<file path="src/rtl/fetch_stage_if.sv">
// IF-stage bundle: instruction-memory request/response plus the IF/ID entry and decoded fields.
// master = fetch stage, slave = memory/decode side (testbench).
interface fetch_stage_if;
  logic        imem_read;
  logic [31:0] imem_address;
  logic [31:0] imem_rdata;
  logic        imem_resp;
  logic        id_ready;
  logic        redirect;
  logic [31:0] redirect_pc;
  logic        if_valid;
  logic [31:0] if_pc;
  logic [31:0] if_instr;
  logic [6:0]  opcode;
  logic [2:0]  funct3;
  logic [6:0]  funct7;
  logic [4:0]  rs1;
  logic [4:0]  rs2;
  logic [4:0]  rd;

  modport master (
    output imem_read, imem_address,
    input  imem_rdata, imem_resp,
    input  id_ready, redirect, redirect_pc,
    output if_valid, if_pc, if_instr,
    output opcode, funct3, funct7, rs1, rs2, rd
  );

  modport slave (
    input  imem_read, imem_address,
    output imem_rdata, imem_resp,
    output id_ready, redirect, redirect_pc,
    input  if_valid, if_pc, if_instr,
    input  opcode, funct3, funct7, rs1, rs2, rd
  );
endinterface

</file>
<file path="src/rtl/fetch_stage.sv">
// RV32I fetch + IF/ID register; response at edge N is visible in cycle N+1 (fields are combinational).
// id_ready low parks one extra response in a skid entry and stops requesting; FETCH_PERF_EN adds perf counters.
module fetch_stage #(
  parameter logic [31:0] RESET_PC = 32'h40000060
) (
  input  logic          clk,
  input  logic          rst,
  fetch_stage_if.master bus
`ifdef FETCH_PERF_EN
  ,
  output logic [31:0]   perf_fetched,
  output logic [31:0]   perf_squashed
`endif
);

  typedef enum logic [1:0] {FETCH, HOLD, DROP} state_t;

  typedef struct packed {
    logic        vld;
    logic [31:0] pc;
    logic [31:0] instr;
  } entry_t;

  state_t      state_q, state_d;
  logic [31:0] pc_q, pc_d;
  logic [31:0] req_addr_q, req_addr_d;
  entry_t      out_q, out_d;
  entry_t      skid_q, skid_d;
  logic        imem_read_q, imem_read_d;

  logic [31:0] pc_inc;
  logic [31:0] redirect_pc_al;

  assign pc_inc         = pc_q + 32'd4;
  assign redirect_pc_al = {bus.redirect_pc[31:2], 2'b00};

  always_comb begin
    state_d    = state_q;
    pc_d       = pc_q;
    req_addr_d = req_addr_q;
    out_d      = out_q;
    skid_d     = skid_q;

    unique case (state_q)
      FETCH: begin
        if (bus.imem_resp) begin
          if (!out_q.vld || bus.id_ready) begin
            out_d = {1'b1, req_addr_q, bus.imem_rdata};
          end else begin
            skid_d  = {1'b1, req_addr_q, bus.imem_rdata};
            state_d = HOLD;
          end
          pc_d       = pc_inc;
          req_addr_d = pc_inc;
        end else if (bus.id_ready) begin
          out_d.vld = 1'b0;
        end
      end
      HOLD: begin
        if (bus.id_ready) begin
          out_d      = skid_q;
          skid_d.vld = 1'b0;
          state_d    = FETCH;
        end
      end
      DROP: begin
        if (bus.imem_resp) begin
          req_addr_d = pc_q;
          state_d    = FETCH;
        end
      end
      default: state_d = FETCH;
    endcase

    // A request still in flight must be drained before the new path is requested.
    if (bus.redirect) begin
      pc_d       = redirect_pc_al;
      out_d.vld  = 1'b0;
      skid_d.vld = 1'b0;
      if (state_q != HOLD && !bus.imem_resp) begin
        state_d    = DROP;
        req_addr_d = req_addr_q;
      end else begin
        req_addr_d = redirect_pc_al;
        state_d    = FETCH;
      end
    end

    imem_read_d = (state_d != HOLD);
  end

  always_ff @(posedge clk) begin
    if (!rst) begin
      state_q     <= FETCH;
      pc_q        <= RESET_PC;
      req_addr_q  <= RESET_PC;
      out_q       <= '0;
      skid_q      <= '0;
      imem_read_q <= 1'b1;
    end else begin
      state_q     <= state_d;
      pc_q        <= pc_d;
      req_addr_q  <= req_addr_d;
      out_q       <= out_d;
      skid_q      <= skid_d;
      imem_read_q <= imem_read_d;
    end
  end

  assign bus.imem_read    = imem_read_q;
  assign bus.imem_address = req_addr_q;
  assign bus.if_valid     = out_q.vld;
  assign bus.if_pc        = out_q.pc;
  assign bus.if_instr     = out_q.instr;
  assign bus.opcode       = out_q.vld ? out_q.instr[6:0] : 7'h00;
  assign bus.funct3       = out_q.instr[14:12];
  assign bus.funct7       = out_q.instr[31:25];
  assign bus.rs1          = out_q.instr[19:15];
  assign bus.rs2          = out_q.instr[24:20];
  assign bus.rd           = out_q.instr[11:7];

`ifdef FETCH_PERF_EN
  logic [31:0] perf_fetched_q, perf_fetched_d;
  logic [31:0] perf_squashed_q, perf_squashed_d;
  logic [1:0]  squash_inc;
  logic [32:0] fetched_sum, squashed_sum;

  always_comb begin
    squash_inc      = 2'd0;
    fetched_sum     = {1'b0, perf_fetched_q};
    squashed_sum    = {1'b0, perf_squashed_q};
    perf_fetched_d  = perf_fetched_q;
    perf_squashed_d = perf_squashed_q;
    if (bus.redirect) begin
      squash_inc = {1'b0, out_q.vld} + {1'b0, skid_q.vld}
                 + {1'b0, bus.imem_resp && state_q != HOLD};
      squashed_sum    = {1'b0, perf_squashed_q} + {31'd0, squash_inc};
      perf_squashed_d = squashed_sum[32] ? 32'hFFFF_FFFF : squashed_sum[31:0];
    end else if (state_q == FETCH && bus.imem_resp) begin
      fetched_sum    = {1'b0, perf_fetched_q} + 33'd1;
      perf_fetched_d = fetched_sum[32] ? 32'hFFFF_FFFF : fetched_sum[31:0];
    end
  end

  always_ff @(posedge clk) begin
    if (!rst) begin
      perf_fetched_q  <= '0;
      perf_squashed_q <= '0;
    end else begin
      perf_fetched_q  <= perf_fetched_d;
      perf_squashed_q <= perf_squashed_d;
    end
  end

  assign perf_fetched  = perf_fetched_q;
  assign perf_squashed = perf_squashed_q;
`endif

endmodule

</file>
<file path="src/flat_wrapper.sv">
// flat-port wrapper written by rule: the top's interface ports become plain ports
module fetch_stage_flat 
#(
  parameter logic [31:0] RESET_PC = 32'h40000060
)
  (clk, rst, bus_imem_read, bus_imem_address, bus_imem_rdata, bus_imem_resp, bus_id_ready, bus_redirect, bus_redirect_pc, bus_if_valid, bus_if_pc, bus_if_instr, bus_opcode, bus_funct3, bus_funct7, bus_rs1, bus_rs2, bus_rd);
  fetch_stage_if bus_i ();
  input  logic clk;
  input  logic rst;
  output wire logic [$bits(bus_i.imem_read)-1:0] bus_imem_read;
  output wire logic [$bits(bus_i.imem_address)-1:0] bus_imem_address;
  input wire logic [$bits(bus_i.imem_rdata)-1:0] bus_imem_rdata;
  input wire logic [$bits(bus_i.imem_resp)-1:0] bus_imem_resp;
  input wire logic [$bits(bus_i.id_ready)-1:0] bus_id_ready;
  input wire logic [$bits(bus_i.redirect)-1:0] bus_redirect;
  input wire logic [$bits(bus_i.redirect_pc)-1:0] bus_redirect_pc;
  output wire logic [$bits(bus_i.if_valid)-1:0] bus_if_valid;
  output wire logic [$bits(bus_i.if_pc)-1:0] bus_if_pc;
  output wire logic [$bits(bus_i.if_instr)-1:0] bus_if_instr;
  output wire logic [$bits(bus_i.opcode)-1:0] bus_opcode;
  output wire logic [$bits(bus_i.funct3)-1:0] bus_funct3;
  output wire logic [$bits(bus_i.funct7)-1:0] bus_funct7;
  output wire logic [$bits(bus_i.rs1)-1:0] bus_rs1;
  output wire logic [$bits(bus_i.rs2)-1:0] bus_rs2;
  output wire logic [$bits(bus_i.rd)-1:0] bus_rd;
  assign bus_imem_read = bus_i.imem_read;
  assign bus_imem_address = bus_i.imem_address;
  assign bus_i.imem_rdata = bus_imem_rdata;
  assign bus_i.imem_resp = bus_imem_resp;
  assign bus_i.id_ready = bus_id_ready;
  assign bus_i.redirect = bus_redirect;
  assign bus_i.redirect_pc = bus_redirect_pc;
  assign bus_if_valid = bus_i.if_valid;
  assign bus_if_pc = bus_i.if_pc;
  assign bus_if_instr = bus_i.if_instr;
  assign bus_opcode = bus_i.opcode;
  assign bus_funct3 = bus_i.funct3;
  assign bus_funct7 = bus_i.funct7;
  assign bus_rs1 = bus_i.rs1;
  assign bus_rs2 = bus_i.rs2;
  assign bus_rd = bus_i.rd;
  fetch_stage #(.RESET_PC(RESET_PC)) u_core (.clk(clk), .rst(rst), .bus(bus_i));
endmodule
</file>
<file path="config.mk">
export PLATFORM = sky130hd
export DESIGN_NAME = fetch_stage_flat
export DESIGN_NICKNAME = d
export VERILOG_FILES = /design/src/rtl/fetch_stage_if.sv /design/src/rtl/fetch_stage.sv /design/src/flat_wrapper.sv
export SDC_FILE = /design/constraint.sdc
export NUM_CORES = 1
export LEC_CHECK = 0
export ABC_AREA = 1
export CORE_MARGIN = 2
export CORE_UTILIZATION = 31
export DETAILED_ROUTE_END_ITERATION = 8
export GPL_ROUTABILITY_DRIVEN = 0
export GPL_TIMING_DRIVEN = 0
export HOLD_SLACK_MARGIN = 0.08
export MAX_ROUTING_LAYER = met4
export PLACE_DENSITY_LB_ADDON = 0.25
export SKIP_CTS_REPAIR_TIMING = 1
export SYNTH_ARGS = -nofsm -noshare
export SYNTH_HDL_FRONTEND = slang
export SYNTH_SLANG_ARGS = --single-unit
</file>
<file path="constraint.sdc">
create_clock -name clk -period 1.6 [get_ports clk]
set_input_delay 0.24 -clock clk [delete_from_list [all_inputs] [get_ports clk]]
set_output_delay 0.24 -clock clk [all_outputs]
set_load 0.05 [all_outputs]
</file>
==> metrics.yaml, run 1 <==
status: "finished, violations left"
violations: "setup timing"
end_kind: "flop"
diodes: 0
async_flop_share_pct: 0
synth_edf_count: 0
timing.fmax_ghz: 0.602
io_buffers: 190
synth_most_common_cell: "nand2_1"
netlist_instances: 1311
finalNonFillerCells: 1936
synthTopCellsByArea: "dfxtp_1 43%, nand2_1 13%, o21ai_0 11%, nor2_1 8.0%, a31oi_1 4.9%"
netlist_area_um2: 8870
tightest_slew_ns: 0.787
pwr-share-clk_pct: 35.8
path_class: "flop to flop"
utilization_pct: 45.1
synth_cell_type_count: 26
die-width_um: 173
synth_area_per_cell_um2: 6.77
seqPwrFrac_pct: 42.5
io_pins: 199
p_per_area_nw_per_um2: 987
antenna_left: 0
first_iter_violations: 851
maxSlewHeadroom_pct: 47.5
routed_wl_um: 33000
synthFlopType: "dfxtp_1"
cts_buffer_depth: 2
clk_latency_ns: 0.44
min_period_ns: 1.66
dieHeight_um: 173
wl_per_cell_um: 17.0
combPwrFrac_pct: 21.8
crit_fanout: 10
p_sw_uw: 4260
synth_top_area_share_pct: 42.6
cts_made_buffers: 17
cts.sinks: 189
placementRows: 61
dieArea_um2: 30000
grt_pass1_vias: 8899
drv_cap: 0
hpwl_um: 23800
cts_tree: "built"
layout.nets: 1615
internal-power_uw: 8190
antenna_found_initial: 0
required_ns: 1.94
drive_above_1_share_pct: 18.4
skew_ns: 0.0116
yosysWarnings: 0
grt_start_max_net_pins: 21
h-tree-depth: 4
ys_seq_area_share_pct: 42.6
grtUsageTotal_pct: 21.5
maxSlewViolCount: 0
swShare_pct: 34.2
initial_utilization_pct: 31.7
postSynthRegisterBits: 189
period_share_pct: 104
area_growth_pct: 42.3
hold_viol: 0
cts_root_buf: "clkbuf_16"
ir_drop_mv: 0.613
via_count: 9639
worst_slack_ns: -0.0601
placed_cells: 1882
setup_viol: 22
p_leak_uw: 0.00643
arrival_ns: 2.00
rsz0062_at_grt: "yes"
path_clk_slew_ns: 0.08
synth_top_area_cell: "dfxtp_1"
synth_commonest_cells: "312 x nand2_1, 189 x dfxtp_1, 189 x o21ai_0"
drc: 0
grt_first_pass_wirelength_um: 49600
coreArea_um2: 28000
hold_class: "primary input to flop"
globalRoute.totalOverflow: 0
vias_per_cell: 4.98
start_kind: "flop"
dr.pass1.iters: 5
dpl_worst_slack_ns: -0.515
[per-stage QoR]
stage	area (um2)	setup TNS (ns)	power, uW	hold WS [ns]
after floorplan	8890	0	6980	0.375
after global placement	11300	-76.01	8000	0.451
after detailed placement	11300	-78.79	8020	0.465
after CTS	11900	-92.74	12400	0.345
after global routing	12600	-2.79	12900	0.411
final	12600	-0.755	12500	0.367
[cell usage in the layout (no fill, tap or decap), drive strengths merged, types with 2 or more instances in the layout]
cell	count
o21ai	207
clkinv	7
inv	74
clkbuf	117
clkdlybuf4s50	64
nand3b	2
xor2	12
dlymetal6s2s	81
nor2	191
a21oi	87
conb	4
a31oi	69
o21bai	8
nand4	3
buf	81
dfxtp	189
nand2	312
nand3	42
o211ai	3
[power by group through the flow]
stage | registers [uW] | clock network (uW) | logic, uW
4_1_cts | 5270 | 4490 | 2650
3_3_place_gp | 5380 | 0 | 2620
3_5_place_dp | 5380 | 0 | 2640
6_report | 5290 | 4450 | 2710
5_1_grt | 5330 | 4690 | 2890
2_1_floorplan | 5930 | 0 | 1050
[cells by family after synthesis]
| group | share of synthesized area (%) |
|---|---|
| buffers and inverters | 9.28 |
| AO/OA/AOI/OAI | 22.5 |
| other | 0.0423 |
| AND/OR/NAND/NOR | 24.2 |
| flip-flops | 42.6 |
| XOR/XNOR | 1.18 |
| adder cells (fa/ha/maj) | 0.141 |
[state kept, by name (all words and copies together) (netlist names)]
| register | flops |
|---|---|
| u_core.bus.if_valid | 1 |
| u_core.bus.imem_address | 30 |
| u_core.pc_q | 30 |
| u_core.bus.if_instr | 32 |
| u_core.skid_q | 63 |
| u_core.bus.imem_read | 1 |
| u_core.bus.if_pc | 30 |
| u_core.state_q | 2 |
[per-layer routing]
| metal | routed length (um) | GRT usage, % |
|---|---|---|
| met1 | 15000 | 27.6 |
| met2 | 15700 | 35.2 |
| met3 | 1580 | 2.66 |
| met4 | 726 | 7.06 |
| met5 | 0 | - |
[path summary, 6_finish.rpt]
| check | cells past startpoint | slack [ns] | start | end |
|---|---|---|---|---|
| setup / recovery | 10 | -0.06 | u_core.state_q[0] | u_core.bus.imem_address[30] |
| setup reg to reg | 10 | -0.06 | u_core.state_q[0] | u_core.bus.imem_address[30] |
| hold / removal | 4 | 0.37 | bus_redirect | u_core.bus.if_valid |
| hold reg to reg | 2 | 0.47 | u_core.skid_q[64] | u_core.skid_q[64] |
[cell type report]
cell class | instances | area [um2]
fill | 2905 | 15400
multi-input combinational | 943 | 4590
sequential | 189 | 3830
timing repair buffer | 213 | 2120
buffer | 113 | 712
tap | 378 | 473
clock buffer | 17 | 425
inverter | 68 | 279
clock inverter | 15 | 190
[worst max-delay path: stages (launching register included)]
cell     delay (ns)
dfxtp_4        0.38
inv_4          0.04
nor2_4         0.16
buf_8          0.12
nor2_4         0.04
a21oi_4        0.27
buf_6          0.16
inv_6          0.04
buf_6          0.15
a21oi_1        0.13
nand2_1        0.06
Note: power is estimated with default switching activity, not from simulation.
==> inputs of run 2 (changes only) <==
- HOLD_SLACK_MARGIN: 0.08 -> default
==> results of run 2 <==
Same layout as run 1: the final DEF is identical, and so are final timing and power.
